[src/rtl/ooo_pkg.sv]
// Shared definitions for the out-of-order core result path.
package ooo_pkg;

  localparam int CDB_RD_W = 5;
  localparam int NO_TAG   = 0;

  function automatic int unsigned rr_next(input int unsigned g, input int unsigned n);
    return (g + 1) % n;
  endfunction

endpackage

[src/rtl/cdb_arb_if.sv]
// Execution-unit result channels and the registered common data bus.
interface cdb_arb_if import ooo_pkg::*; #(
  parameter int N_CH   = 3,
  parameter int TAG_W  = 4,
  parameter int RD_W   = CDB_RD_W,
  parameter int DATA_W = 32
);

  logic [N_CH-1:0]        exu_valid;
  logic [N_CH-1:0]        exu_ready;
  logic [N_CH*TAG_W-1:0]  exu_tag;
  logic [N_CH*RD_W-1:0]   exu_rd;
  logic [N_CH*DATA_W-1:0] exu_data;
  logic                   cdb_valid;
  logic [TAG_W-1:0]       cdb_tag;
  logic [RD_W-1:0]        cdb_rd;
  logic [DATA_W-1:0]      cdb_data;
  logic [N_CH-1:0]        cdb_grant;

  modport master (
    output exu_valid, exu_tag, exu_rd, exu_data,
    input  exu_ready, cdb_valid, cdb_tag, cdb_rd, cdb_data, cdb_grant
  );

  modport slave (
    input  exu_valid, exu_tag, exu_rd, exu_data,
    output exu_ready, cdb_valid, cdb_tag, cdb_rd, cdb_data, cdb_grant
  );

endinterface

[src/rtl/cdb_chq.sv]
// Single-channel result FIFO: circular buffer with push/pop and flush.
module cdb_chq #(
  parameter int W     = 41,
  parameter int DEPTH = 2
) (
  input  logic         clk,
  input  logic         rst,
  input  logic         flush,
  input  logic         push,
  input  logic         pop,
  input  logic [W-1:0] din,
  output logic [W-1:0] dout,
  output logic         full,
  output logic         empty
);

  localparam int PTR_W = (DEPTH > 1) ? $clog2(DEPTH) : 1;
  localparam int CNT_W = $clog2(DEPTH + 1);
  localparam logic [PTR_W-1:0] PTR_LAST = PTR_W'(DEPTH - 1);
  localparam logic [CNT_W-1:0] CNT_FULL = CNT_W'(DEPTH);

  logic [W-1:0]     mem_q [DEPTH];
  logic [W-1:0]     mem_d [DEPTH];
  logic [PTR_W-1:0] rd_ptr_q, rd_ptr_d, wr_ptr_q, wr_ptr_d;
  logic [CNT_W-1:0] cnt_q, cnt_d;
  logic             do_push, do_pop;

  function automatic logic [PTR_W-1:0] wrap_inc(input logic [PTR_W-1:0] p);
    return (p == PTR_LAST) ? '0 : p + 1'b1;
  endfunction

  assign full  = (cnt_q == CNT_FULL);
  assign empty = (cnt_q == '0);
  assign dout  = mem_q[rd_ptr_q];

  always_comb begin
    mem_d    = mem_q;
    rd_ptr_d = rd_ptr_q;
    wr_ptr_d = wr_ptr_q;
    cnt_d    = cnt_q;
    do_push  = push && !full;
    do_pop   = pop && !empty;
    if (flush) begin
      rd_ptr_d = '0;
      wr_ptr_d = '0;
      cnt_d    = '0;
    end else begin
      if (do_push) begin
        mem_d[wr_ptr_q] = din;
        wr_ptr_d        = wrap_inc(wr_ptr_q);
      end
      if (do_pop) rd_ptr_d = wrap_inc(rd_ptr_q);
      case ({do_push, do_pop})
        2'b10:   cnt_d = cnt_q + 1'b1;
        2'b01:   cnt_d = cnt_q - 1'b1;
        default: cnt_d = cnt_q;
      endcase
    end
  end

  always_ff @(posedge clk) begin
    if (rst) begin
      rd_ptr_q <= '0;
      wr_ptr_q <= '0;
      cnt_q    <= '0;
    end else begin
      rd_ptr_q <= rd_ptr_d;
      wr_ptr_q <= wr_ptr_d;
      cnt_q    <= cnt_d;
    end
    mem_q <= mem_d;
  end

  a_cnt_bound: assert property (@(posedge clk) disable iff (rst) cnt_q <= CNT_FULL);

endmodule

[src/rtl/cdb_arb.sv]
// Common-data-bus arbiter: per-channel queues, round-robin pick, registered broadcast.
module cdb_arb import ooo_pkg::*; #(
  parameter int N_CH    = 3,
  parameter int TAG_W   = 4,
  parameter int DATA_W  = 32,
  parameter int RD_W    = CDB_RD_W,
  parameter int Q_DEPTH = 2
) (
  input logic      clk,
  input logic      rst,
  input logic      flush,
  cdb_arb_if.slave bus
);

  localparam int ENT_W = TAG_W + RD_W + DATA_W;
  localparam int RR_W  = $clog2(N_CH);

  logic [ENT_W-1:0] head [N_CH];
  logic [N_CH-1:0]  full, empty, pop;
  logic [RR_W-1:0]  rr_ptr_q, rr_ptr_d;
  logic             cdb_valid_q, cdb_valid_d;
  logic [N_CH-1:0]  cdb_grant_q, cdb_grant_d;
  logic [ENT_W-1:0] ent_q, ent_d;
  logic             found;
  int unsigned      idx, g_idx;

  for (genvar i = 0; i < N_CH; i++) begin : g_ch
    cdb_chq #(.W(ENT_W), .DEPTH(Q_DEPTH)) u_chq (
      .clk   (clk),
      .rst   (rst),
      .flush (flush),
      .push  (bus.exu_valid[i]),
      .pop   (pop[i]),
      .din   ({bus.exu_tag[i*TAG_W +: TAG_W], bus.exu_rd[i*RD_W +: RD_W],
               bus.exu_data[i*DATA_W +: DATA_W]}),
      .dout  (head[i]),
      .full  (full[i]),
      .empty (empty[i])
    );

    a_no_tag: assert property (@(posedge clk) disable iff (rst)
      !(bus.exu_valid[i] && (bus.exu_tag[i*TAG_W +: TAG_W] == TAG_W'(NO_TAG))));
  end

  assign bus.exu_ready = ~full;

  // Flush drops the pop as well: the queues ignore it while their flush is high.
  always_comb begin
    pop      = '0;
    found    = 1'b0;
    idx      = 0;
    g_idx    = 0;
    rr_ptr_d = rr_ptr_q;
    for (int unsigned k = 0; k < N_CH; k++) begin
      idx = (32'(rr_ptr_q) + k) % 32'(N_CH);
      if (!found && !empty[idx]) begin
        found = 1'b1;
        g_idx = idx;
      end
    end
    if (found) begin
      pop[g_idx] = 1'b1;
      rr_ptr_d   = RR_W'(rr_next(g_idx, N_CH));
    end
    cdb_valid_d = found;
    cdb_grant_d = pop;
    ent_d       = found ? head[g_idx] : ent_q;
    if (flush) begin
      cdb_valid_d = 1'b0;
      cdb_grant_d = '0;
      rr_ptr_d    = '0;
    end
  end

  always_ff @(posedge clk) begin
    if (rst) begin
      rr_ptr_q    <= '0;
      cdb_valid_q <= 1'b0;
      cdb_grant_q <= '0;
      ent_q       <= '0;
    end else begin
      rr_ptr_q    <= rr_ptr_d;
      cdb_valid_q <= cdb_valid_d;
      cdb_grant_q <= cdb_grant_d;
      ent_q       <= ent_d;
    end
  end

  assign bus.cdb_valid = cdb_valid_q;
  assign bus.cdb_grant = cdb_grant_q;
  assign {bus.cdb_tag, bus.cdb_rd, bus.cdb_data} = ent_q;

  a_grant_onehot: assert property (@(posedge clk) $onehot0(cdb_grant_q));

endmodule
[src/flat_wrapper.sv]
// flat-port wrapper written by rule: the top's interface ports become plain ports
module cdb_arb_flat import ooo_pkg::*;
#(
  parameter int N_CH    = 3,
  parameter int TAG_W   = 4,
  parameter int DATA_W  = 32,
  parameter int RD_W    = CDB_RD_W,
  parameter int Q_DEPTH = 2
)
  (clk, rst, flush, bus_exu_valid, bus_exu_tag, bus_exu_rd, bus_exu_data, bus_exu_ready, bus_cdb_valid, bus_cdb_tag, bus_cdb_rd, bus_cdb_data, bus_cdb_grant);
  cdb_arb_if #(.N_CH(N_CH), .TAG_W(TAG_W), .RD_W(RD_W), .DATA_W(DATA_W)) bus_i ();
  input logic clk;
  input logic rst;
  input logic flush;
  input wire logic [$bits(bus_i.exu_valid)-1:0] bus_exu_valid;
  input wire logic [$bits(bus_i.exu_tag)-1:0] bus_exu_tag;
  input wire logic [$bits(bus_i.exu_rd)-1:0] bus_exu_rd;
  input wire logic [$bits(bus_i.exu_data)-1:0] bus_exu_data;
  output wire logic [$bits(bus_i.exu_ready)-1:0] bus_exu_ready;
  output wire logic [$bits(bus_i.cdb_valid)-1:0] bus_cdb_valid;
  output wire logic [$bits(bus_i.cdb_tag)-1:0] bus_cdb_tag;
  output wire logic [$bits(bus_i.cdb_rd)-1:0] bus_cdb_rd;
  output wire logic [$bits(bus_i.cdb_data)-1:0] bus_cdb_data;
  output wire logic [$bits(bus_i.cdb_grant)-1:0] bus_cdb_grant;
  assign bus_i.exu_valid = bus_exu_valid;
  assign bus_i.exu_tag = bus_exu_tag;
  assign bus_i.exu_rd = bus_exu_rd;
  assign bus_i.exu_data = bus_exu_data;
  assign bus_exu_ready = bus_i.exu_ready;
  assign bus_cdb_valid = bus_i.cdb_valid;
  assign bus_cdb_tag = bus_i.cdb_tag;
  assign bus_cdb_rd = bus_i.cdb_rd;
  assign bus_cdb_data = bus_i.cdb_data;
  assign bus_cdb_grant = bus_i.cdb_grant;
  cdb_arb #(.N_CH(N_CH), .TAG_W(TAG_W), .DATA_W(DATA_W), .RD_W(RD_W), .Q_DEPTH(Q_DEPTH)) u_core (.clk(clk), .rst(rst), .flush(flush), .bus(bus_i));
endmodule
[config.mk]
export PLATFORM = sky130hd
export DESIGN_NAME = cdb_arb_flat
export DESIGN_NICKNAME = d
export VERILOG_FILES = /design/src/rtl/ooo_pkg.sv /design/src/rtl/cdb_arb_if.sv /design/src/rtl/cdb_chq.sv /design/src/rtl/cdb_arb.sv /design/src/flat_wrapper.sv
export SDC_FILE = /design/constraint.sdc
export NUM_CORES = 1
export LEC_CHECK = 0
export ABC_AREA = 1
export CORE_AREA = 4 4 166 168
export CTS_BUF_LIST = sky130_fd_sc_hd__clkbuf_16
export DETAILED_ROUTE_END_ITERATION = 16
export DIE_AREA = 0 0 170 172
export GPL_TIMING_DRIVEN = 0
export MAX_ROUTING_LAYER = met4
export PLACE_DENSITY = 0.75
export SKIP_CTS_REPAIR_TIMING = 1
export SLEW_MARGIN = 20
export SYNTH_ARGS = -nofsm -noshare
export SYNTH_HDL_FRONTEND = slang
export SYNTH_SLANG_ARGS = --single-unit
[constraint.sdc]
create_clock -name clk -period 4.5 [get_ports clk]
set_input_delay 0.45 -clock clk [delete_from_list [all_inputs] [get_ports clk]]
set_output_delay 0.45 -clock clk [all_outputs]
set_load 0.03 [all_outputs]
# Word-level counts from Yosys, hierarchy flattened
# Index checks and enable logic that the tools add are counted.
[op_classes]
addsub = 15
div = 4
order_cmp = 15
n_eq_ne = 9
muxes = 45
bitwise = 9
n_reduce_logical = 31
[ops]
columns = ["op", "count"]
rows = [
  ["41-bit 2-to-1 mux", 14],
  ["82-bit bitwise mux", 3],
  ["32-bit by 3-bit < comparator with 1-bit output (second input constant)", 4],
  ["41-bit demux with 1-bit select", 3],
  ["32-bit by 2-bit modulo with 32-bit output (second input constant)", 3],
  ["32-bit 2-to-1 mux", 3],
  ["41-bit binary-select mux with 2-bit select", 1],
  ["33-bit by 3-bit greater-or-equal comparator with 1-bit output (second input constant)", 1],
  ["32-bit inverter with 33-bit output", 1],
  ["32-bit by 1-bit adder with 32-bit output (second input constant)", 1],
  ["32-bit by 1-bit greater-or-equal comparator with 1-bit output (second input constant)", 1],
  ["2-bit by 2-bit modulo with 32-bit output (second input constant)", 1],
  ["1-bit 2-to-1 mux", 13],
  ["2-bit equality test (second input constant)", 6],
  ["2-bit greater-or-equal comparator (second input constant)", 6],
  ["1-bit logical AND", 12],
  ["1-bit inverter with 2-bit output", 6],
  ["2-bit case mux with 2 select lines", 3],
  ["1-bit zero test", 9],
  ["1-bit adder (second input constant)", 6],
  ["2-bit by 1-bit adder with 2-bit output (second input constant)", 3],
  ["1-bit binary-select mux with 2-bit select", 3],
  ["2-bit by 1-bit equality test with 1-bit output (second input constant)", 3],
  ["2-bit zero test", 3],
  ["11 further kinds", 19],
]
[word_totals]
ff_bits = 305
inputBits = 129
output_inout_bits = 48
elab_cells = 147

# Depth between registers and ports, before layout
# Gate-level depths: netlist of the first run.
[logic_depth]
word_depth = 18
mapped_depth = 39
depth_no_buf = 38

# Cells and area by module
# Synthesis of the first run repeated with hierarchy kept, for this count alone.
[unflattened]
hier_cells = 1274
hier_area_um2 = 12956.2
[by_module_without_submodules]
columns = ["module", "n_inst", "cells_per_inst", "area_per_inst_um2", "seq_area_each_um2"]
rows = [
  ["cdb_chq", 3, 252, 3225.6, 2542.4],
  ["cdb_arb", 1, 518, 3279.4, 940.9],
]

# Worst setup path before layout of the first run
# OpenSTA, ideal clock, no wires.
[synth_timing]
path_type = "flip-flop to flip-flop"
startpoint = "register u_core.rr_ptr_q[1]"
endpoint = "register u_core.rr_ptr_q[0]"
setup_time_ns = 0.109
t_arrival_ns = 4.149
required_ns = 4.391
setup_slack_ns = 0.242
stages_incl_launch_ff = 38
path_buffers = 1
synth_period_minus_slack_ns = 4.258
path_cell_list = "dfxtp_1 > inv_1 > ha_1 > inv_1 > nand2_1 > nand2_1 > nand2_1 > nand2_2 > nand3_4 > inv_1 > nand2_1 > nand2_4 > inv_4 > buf_2 > ha_1 > nand2_1 > nor2_2 > nand2_1 > (+2 left out) > a21oi_2 > nand2_1 > o21ai_1 > nand2_1 > a21oi_1 > nor2_2 > ha_1 > inv_1 > nand3_2 > xnor2_1 > inv_1 > ha_1 > inv_1 > nand3_2 > nand2_1 > nand3_1 > nand2_1 > inv_1"
[synth_via]
elab_chain_len = 12
elab_cells_between_ends = 24
cone_classes = "add/sub: 3; div: 4; mux: 12; reduce/logical: 5"
[synth_rtl]
columns = ["element", "line", "text"]
rows = [
  ["from (decl)", "cdb_arb.sv:20", "logic [RR_W-1:0] rr_ptr_q, rr_ptr_d;"],
  ["from (signal assigned)", "cdb_arb.sv:82", "rr_ptr_q <= rr_ptr_d;"],
  ["2-bit by 1-bit adder with 3-bit output", "cdb_arb.sv:55", "idx = (32'(rr_ptr_q) + k) % 32'(N_CH);"],
  ["32-bit by 2-bit modulo with 32-bit output", "cdb_arb.sv:55", ""],
  ["1-bit binary-select mux with 2-bit select", "cdb_arb.sv:56", "if (!found && !empty[idx]) begin"],
  ["1-bit 2-to-1 mux (not written as such)", "cdb_arb.sv:56", ""],
  ["1-bit zero test", "cdb_arb.sv:56", ""],
  ["1-bit logical AND", "cdb_arb.sv:56", ""],
  ["1-bit 2-to-1 mux", "cdb_arb.sv:56", ""],
  ["1-bit zero test", "cdb_arb.sv:56", ""],
  ["1-bit logical AND", "cdb_arb.sv:56", ""],
  ["32-bit 2-to-1 mux", "cdb_arb.sv:56", ""],
  ["32-bit by 1-bit adder with 32-bit output", "ooo_pkg.sv:8", "return (g + 1) % n;"],
  ["32-bit by 2-bit modulo with 32-bit output", "ooo_pkg.sv:8", ""],
]
# Several ways; a longest one is shown, not always the timed one. The select of a mux whose other input is x is not followed.
# A chain may end at the register's enable or synchronous reset.

# Worst setup path in the final report of the first run
# Same ends and word-level chain as after synthesis.

==> flow_summary.yaml, run 1 <==
hold_path:
  min_from: "bus_exu_data[83]"
  hp-class: "input pin to flop"
  hold_depth: 1
  hold_end: "u_core.g_ch[2].u_chq.mem_q[19]"
power:
  power.leakage_nw: 5.892
  power_mw: 10.32
  combinationalPowerShare: 0.436
  power_frac_clock: 0.229
  power.switching_mw: 4.085
  ir_worst_vdd_mv: 0.3919
  powerDensity_nw_per_um2: 636.5
  internal_power_mw: 6.239
  switching_share: 0.3957
  p_seq_frac: 0.335
place:
  portBuffers: 176
  routabilityCongestion: 0.8286
  preCtsSetupSlack_ns: -0.6507
  postPlaceCellArea_sq_um: 15030
  place.detailed.hpwl_um: 23370
sta:
  worst_slew_pin_slew_ns: 0.8757
  fin_crit_ns: 4.223
  fin_ws_ns: 0.2768
  fmax_mhz: 236.8
  setup_violations: 0
  hold_viol_final: 0
  slew_headroom: 0.4162
  final_max_slew_viol_count: 0
  fin_skew_ns: 0.02043
  period_share: 0.9385
floorplan:
  initial_utilization: 0.4845
  pin_count: 177
  die_w_um: 170
  die_y_um: 172
  coreArea_sq_um: 25910
  die-area_sq_um: 29240
  rows: 59
worst_setup_path:
  start_kind: "flop"
  reg2reg_slack_ns: 0.28
  crit_fanout: 12
  timing.rr.start: "u_core.rr_ptr_q[1]"
  critical_path_class: "flop to flop"
  r2r-end: "u_core.rr_ptr_q[0]"
  worst-endpoint-required_ns: 4.95
  cp-end-kind: "flop"
  crit_top_cell: "nand2_1"
  crit_slowest_cell: "dfxtp_4"
  slowest_delay_ns: 0.39
  arrival_ns: 4.67
  r2r_cells: 38
logic_synthesis:
  synth_compound_area_frac: 0.09180
  syn_inst: 1068
  ys_seq_elements: 305
  synth_top_family_by_area: "simple AND/OR/NAND/NOR gates"
  seq_area_frac_synth: 0.6825
  muxShareOfSynthArea: 0.03269
  synth_fa_ha_area_frac: 0.01894
  synth_cell_types: 36
  synthFlopType: "edfxtp_1"
  syn_area_sq_um: 12550
  synth-xor-area-share: 0.001993
  synthesis.nets: 1216
  synth_edf_count: 246
  async_flop_share: 0
  syn_area_per_cell_sq_um: 11.75
  synthSimpleGateAreaFrac: 0.1286
  ys_warn_count: 0
route:
  wl_per_cell_um: 19.50
  finalWirelength_um: 32850
  vias: 9109
  dr.pass1.iters: 5
  drtIter0Drc: 754
  post-route-drc-count: 0
  vias_per_cell: 5.406
  ant_nets: 0
final_layout:
  finalNetCount: 1470
  post-route-util: 0.6260
  fin_area_sq_um: 16220
  drive_gt1_frac: 0.1211
  layout_commonest_cell: "edfxtp_1"
  num-fill-cells: 2003
  syn_to_final_growth_pct: 29.21
  final_cell_mix: "edfxtp_1 (246), clkdlybuf4s50_1 (176), nand2_1 (151)"
clock_tree:
  htree_levels: 1
  root_buffer: "clkbuf_16"
  clkSlewWorstSetupHoldPaths_ns: 0.07
  clock_latency_ns: 0.56
  cts_buffers: 30
  cts_tree: "yes"
  clkSinkCount: 305
  clockBufferDepth: 3
global_routing:
  overflow: 0
  grt_pass1_wl_um: 48670
  track_usage: 0.2210
  antenna_found_initial: 2
  grt_max_degree: 16
  grt_pass1_vias: 9087
run_status:
  run_status: "finished, final reports clean"
flow_run:
  maxCapViolations: 0
==> per-stage QoR <==
step | std cells | TNS (ns) | hold WS [ns]
floorplan | 1068 | 0 | 0.4554
global placement | 1579 | -523.21 | 0.4700
detailed placement | 1613 | -1.199 | 0.4913
CTS | 1669 | -1.265 | 0.4442
global route | 1683 | -0.03417 | 0.4520
finish | 1685 | 0 | 0.4687
==> cell families after synthesis <==
kind of cell             after synthesis
flip-flops                           305
adder cells (fa/ha/maj)               19
AND/OR/NAND/NOR                      363
buffers and inverters                142
multiplexers                          41
XOR/XNOR                               2
AO/OA/AOI/OAI                        196
==> worst max path at each step <==
stage               cells after the start               start  slack, ns                              to
floorplan                              37  u_core.rr_ptr_q[1]       0.24              u_core.rr_ptr_q[0]
global placement                        2               flush      -2.29  u_core.g_ch[1].u_chq.mem_q[66]
detailed placement                     35  u_core.rr_ptr_q[1]      -0.65              u_core.rr_ptr_q[0]
CTS                                    37  u_core.rr_ptr_q[1]      -0.67              u_core.rr_ptr_q[0]
global route                           39  u_core.rr_ptr_q[1]      -0.03              u_core.rr_ptr_q[0]
finish                                 38  u_core.rr_ptr_q[1]       0.28              u_core.rr_ptr_q[0]
==> sequential cells by signal, summed over array words and instances (netlist names) <==
signal                      cells
u_core.bus.cdb_grant            3
u_core.g_ch.u_chq.rd_ptr_q      3
u_core.bus.cdb_valid            1
u_core.g_ch.u_chq.cnt_q         6
u_core.rr_ptr_q                 2
u_core.g_ch.u_chq.wr_ptr_q      3
u_core.ent_q                   41
u_core.g_ch.u_chq.mem_q       246
==> power by group through the flow <==
stage	Sequential (mW)	Clock, mW	Combinational, mW
after global routing	3.47	2.53	4.95
after detailed placement	3.51	0	4.07
after global placement	3.52	0	3.93
after floorplan	3.76	0	2.39
final	3.46	2.36	4.50
after CTS	3.45	2.39	4.11
==> worst max-delay path: cells and delay by family (launching register included) <==
kind | cells | cell delay (ns)
adders and majority gates | 4 | 0.86
DFF | 1 | 0.39
and+or+nand+nor | 20 | 1.77
buffers and inverters | 11 | 0.71
AOI/OAI and AO/OA | 2 | 0.24
xor gates and xnor gates | 1 | 0.12
==> synth_stat cells (all sizes together), types with 3 or more instances <==
cell type,instances,share of area
edfxtp,246,0.59
buf,7,0.0029
a21oi,18,0.0078
nor4,3,0.0015
o211ai,41,0.025
nor3,10,0.0040
ha,19,0.019
inv,87,0.026
dfxtp,59,0.094
nand3,74,0.035
nor2,101,0.032
nand4,7,0.0035
nand2,165,0.051
clkbuf,48,0.014
o21ai,94,0.038
a31oi,41,0.020
mux2i,41,0.033
==> per-layer routing <==
layer / track usage / part of all wire / vias to the layer above
met3: 0.03818 / 0.077 / 49
met5: - / 0 / -
met4: 0.05243 / 0.022 / 0
met1: 0.2914 / 0.42 / 4385
met2: 0.3629 / 0.48 / 364
li1: - / - / 4311
==> layout make-up <==
class / count / area [sq um] / area share
clock inverter: 26 / 180.2 / 0.01111
inverter: 87 / 344.1 / 0.02121
clock buffer: 30 / 750.7 / 0.04628
multi-input combinational: 621 / 3587 / 0.2212
timing repair buffer: 222 / 2122 / 0.1308
buffer: 55 / 231.5 / 0.01427
antenna: 4 / 10.01 / 0.0006171
sequential: 305 / 8576 / 0.5287
tap: 335 / 419.2 / 0.02584
(Power assumes the default switching activity.)
==> inputs of run 2 (changes only) <==
--- a/config.mk
+++ b/config.mk
@@ -12,9 +12,10 @@
 export DIE_AREA = 0 0 170 172
 export GPL_TIMING_DRIVEN = 0
 export MAX_ROUTING_LAYER = met4
-export PLACE_DENSITY = 0.75
+export PLACE_DENSITY = 0.76
 export SKIP_CTS_REPAIR_TIMING = 1
 export SLEW_MARGIN = 20
 export SYNTH_ARGS = -nofsm -noshare
 export SYNTH_HDL_FRONTEND = slang
+export SYNTH_HIERARCHICAL = 1
 export SYNTH_SLANG_ARGS = --single-unit
==> flow_summary.yaml, run 2 <==
sta:
  fmax_mhz: 237.9
  setup_violations: 0
  final_max_slew_viol_count: 0
  period_share: 0.9341
  worst_slew_pin_slew_ns: 0.9687
  slew_headroom: 0.3522
  hold_viol_final: 0
  fin_ws_ns: 0.2967
  fin_skew_ns: 0.02389
  fin_crit_ns: 4.203
logic_synthesis:
  yosysMostFrequentCell: "nand2_1"
  synthFlopType: "edfxtp_1"
  ys_seq_elements: 305
  synth_cell_types: 32
  synth.top_cell.area_share: 0.5702
  synth_top_area_cell: "edfxtp_1"
  yosys-top-cells-count: "nand2_1 (432), edfxtp_1 (246), nor2_1 (124)"
  ys_warn_count: 6
  syn_area_sq_um: 12960
  synthesis.nets: 1422
  syn_area_per_cell_sq_um: 10.17
  synth.area.top_cells: "edfxtp_1 (57%), nand2_1 (13%), dfxtp_1 (9.1%), nor2_1 (3.6%), a21oi_1 (3.3%)"
  synth_edf_count: 246
  seq_area_frac_synth: 0.6613
  async_flop_share: 0
  syn_inst: 1274
global_routing:
  track_usage: 0.2297
  antenna_found_initial: 3
  grt_pass1_wl_um: 50580
  grt_max_degree: 27
  grt_pass1_vias: 9662
  overflow: 0
worst_setup_path:
  crit_slowest_cell: "dfxtp_4"
  cp-end-kind: "flop"
  crit_fanout: 11
  r2r_cells: 36
  start_kind: "flop"
  worst-endpoint-required_ns: 4.96
  crit_top_cell: "nand2_1"
  arrival_ns: 4.67
  critical_path_class: "flop to flop"
  slowest_delay_ns: 0.39
place:
  portBuffers: 176
  dp_cells: 1796
  routabilityCongestion: 0.8633
  preCtsSetupSlack_ns: -0.6640
  place.detailed.hpwl_um: 25000
power:
  ir_worst_vdd_mv: 0.4303
  powerDensity_nw_per_um2: 611.7
  power.leakage_nw: 6.538
  power_mw: 10.16
hold_path:
  hold_depth: 1
  hp-class: "input pin to flop"
route:
  drtIter0Drc: 826
  vias: 9921
  ant_nets: 0
  dr.pass1.iters: 7
  vias_per_cell: 5.305
  finalWirelength_um: 34240
  post-route-drc-count: 0
  wl_per_cell_um: 18.31
floorplan:
  rows: 59
  die-area_sq_um: 29240
  die_y_um: 172
  initial_utilization: 0.5000
  coreArea_sq_um: 25910
  die_w_um: 170
  pin_count: 177
final_layout:
  syn_to_final_growth_pct: 28.22
  finalNetCount: 1656
  post-route-util: 0.6411
  top_register: "u_core/g_ch.u_chq/mem_q"
  final_cell_mix: "nand2_1 (429), edfxtp_1 (246), clkdlybuf4s50_1 (176)"
  fin_cells: 1870
  drive_gt1_frac: 0.1292
  largest_register_ffs: 246
  reg_top3: "u_core/g_ch.u_chq/mem_q (246), u_core/ent_q (41), u_core/g_ch.u_chq/cnt_q (6)"
  layout_commonest_cell: "nand2_1"
flow_run:
  maxCapViolations: 0
clock_tree:
  clockBufferDepth: 3
  cts_buffers: 30
  clkSinkCount: 305
  clock_latency_ns: 0.57
  clkSlewWorstSetupHoldPaths_ns: 0.07
  cts_tree: "yes"
  htree_levels: 1
  root_buffer: "clkbuf_16"
run_status:
  run_status: "finished, final reports clean"
## run 2: kinds of logic after synthesis
group	synth area share
compound gates	0.07369
simple gates	0.2042
flops	0.6613
xor+xnor	0.004636
buf+inv	0.03786
fa+ha+maj	0.01835
## run 2: final timing paths
check | from | end | slack, ns
setup reg to reg | u_core/rr_ptr_q[1] | u_core/rr_ptr_q[0] | 0.30
hold / removal | bus_exu_data[19] | u_core/g_ch[0].u_chq/mem_q[19] | 0.46
setup / recovery | u_core/rr_ptr_q[1] | u_core/rr_ptr_q[0] | 0.30
hold reg to reg | u_core/rr_ptr_q[1] | u_core/rr_ptr_q[1] | 0.54
## run 2: layout make-up
| type | instances | area, sq um |
|---|---|---|
| fillers | 1973 | 9299 |
| flip-flops and latches | 305 | 8576 |
| multi-input cells | 850 | 4063 |
| repair buffers | 203 | 2091 |
| clock buffers | 31 | 775.7 |
| well taps | 335 | 419.2 |
| plain buffers | 56 | 264.0 |
| inverters | 62 | 244.0 |
| clock inverters | 25 | 172.7 |
| diodes | 3 | 7.507 |
## run 2: layer usage
layer | part of all wire | up-vias | global-route usage | wire [um]
li1 | - | 4745 | - | -
met1 | 0.38 | 4698 | 0.2762 | 13010
met2 | 0.52 | 417 | 0.4053 | 17660
met3 | 0.079 | 61 | 0.03704 | 2692
met4 | 0.026 | 0 | 0.06354 | 877
met5 | 0 | - | - | 0
## run 2: critical path: cells and delay by family, from the launching register on
family                     cells  cell delay, ns
and+or+nand+nor               18            1.57
DFF                            1            0.39
buffers and inverters         10            0.88
AOI/OAI and AO/OA              3            0.36
xor gates and xnor gates       1            0.16
adders and majority gates      4            0.76
## run 2: where the power goes
group / internal, mW / switching [mW]
Sequential: 3.31 / 0.151
Clock: 1.28 / 1.10
Combinational: 1.45 / 2.86
## run 2: per-stage QoR
stage | hold slack, ns | area (sq um) | TNS (ns)
2_1_floorplan | 0.5117 | 12960 | 0
3_3_place_gp | 0.5231 | 15140 | -4.793
3_5_place_dp | 0.5278 | 15370 | -1.245
4_1_cts | 0.4458 | 16320 | -1.327
5_1_grt | 0.4461 | 16610 | -0.06176
6_report | 0.4603 | 16610 | 0
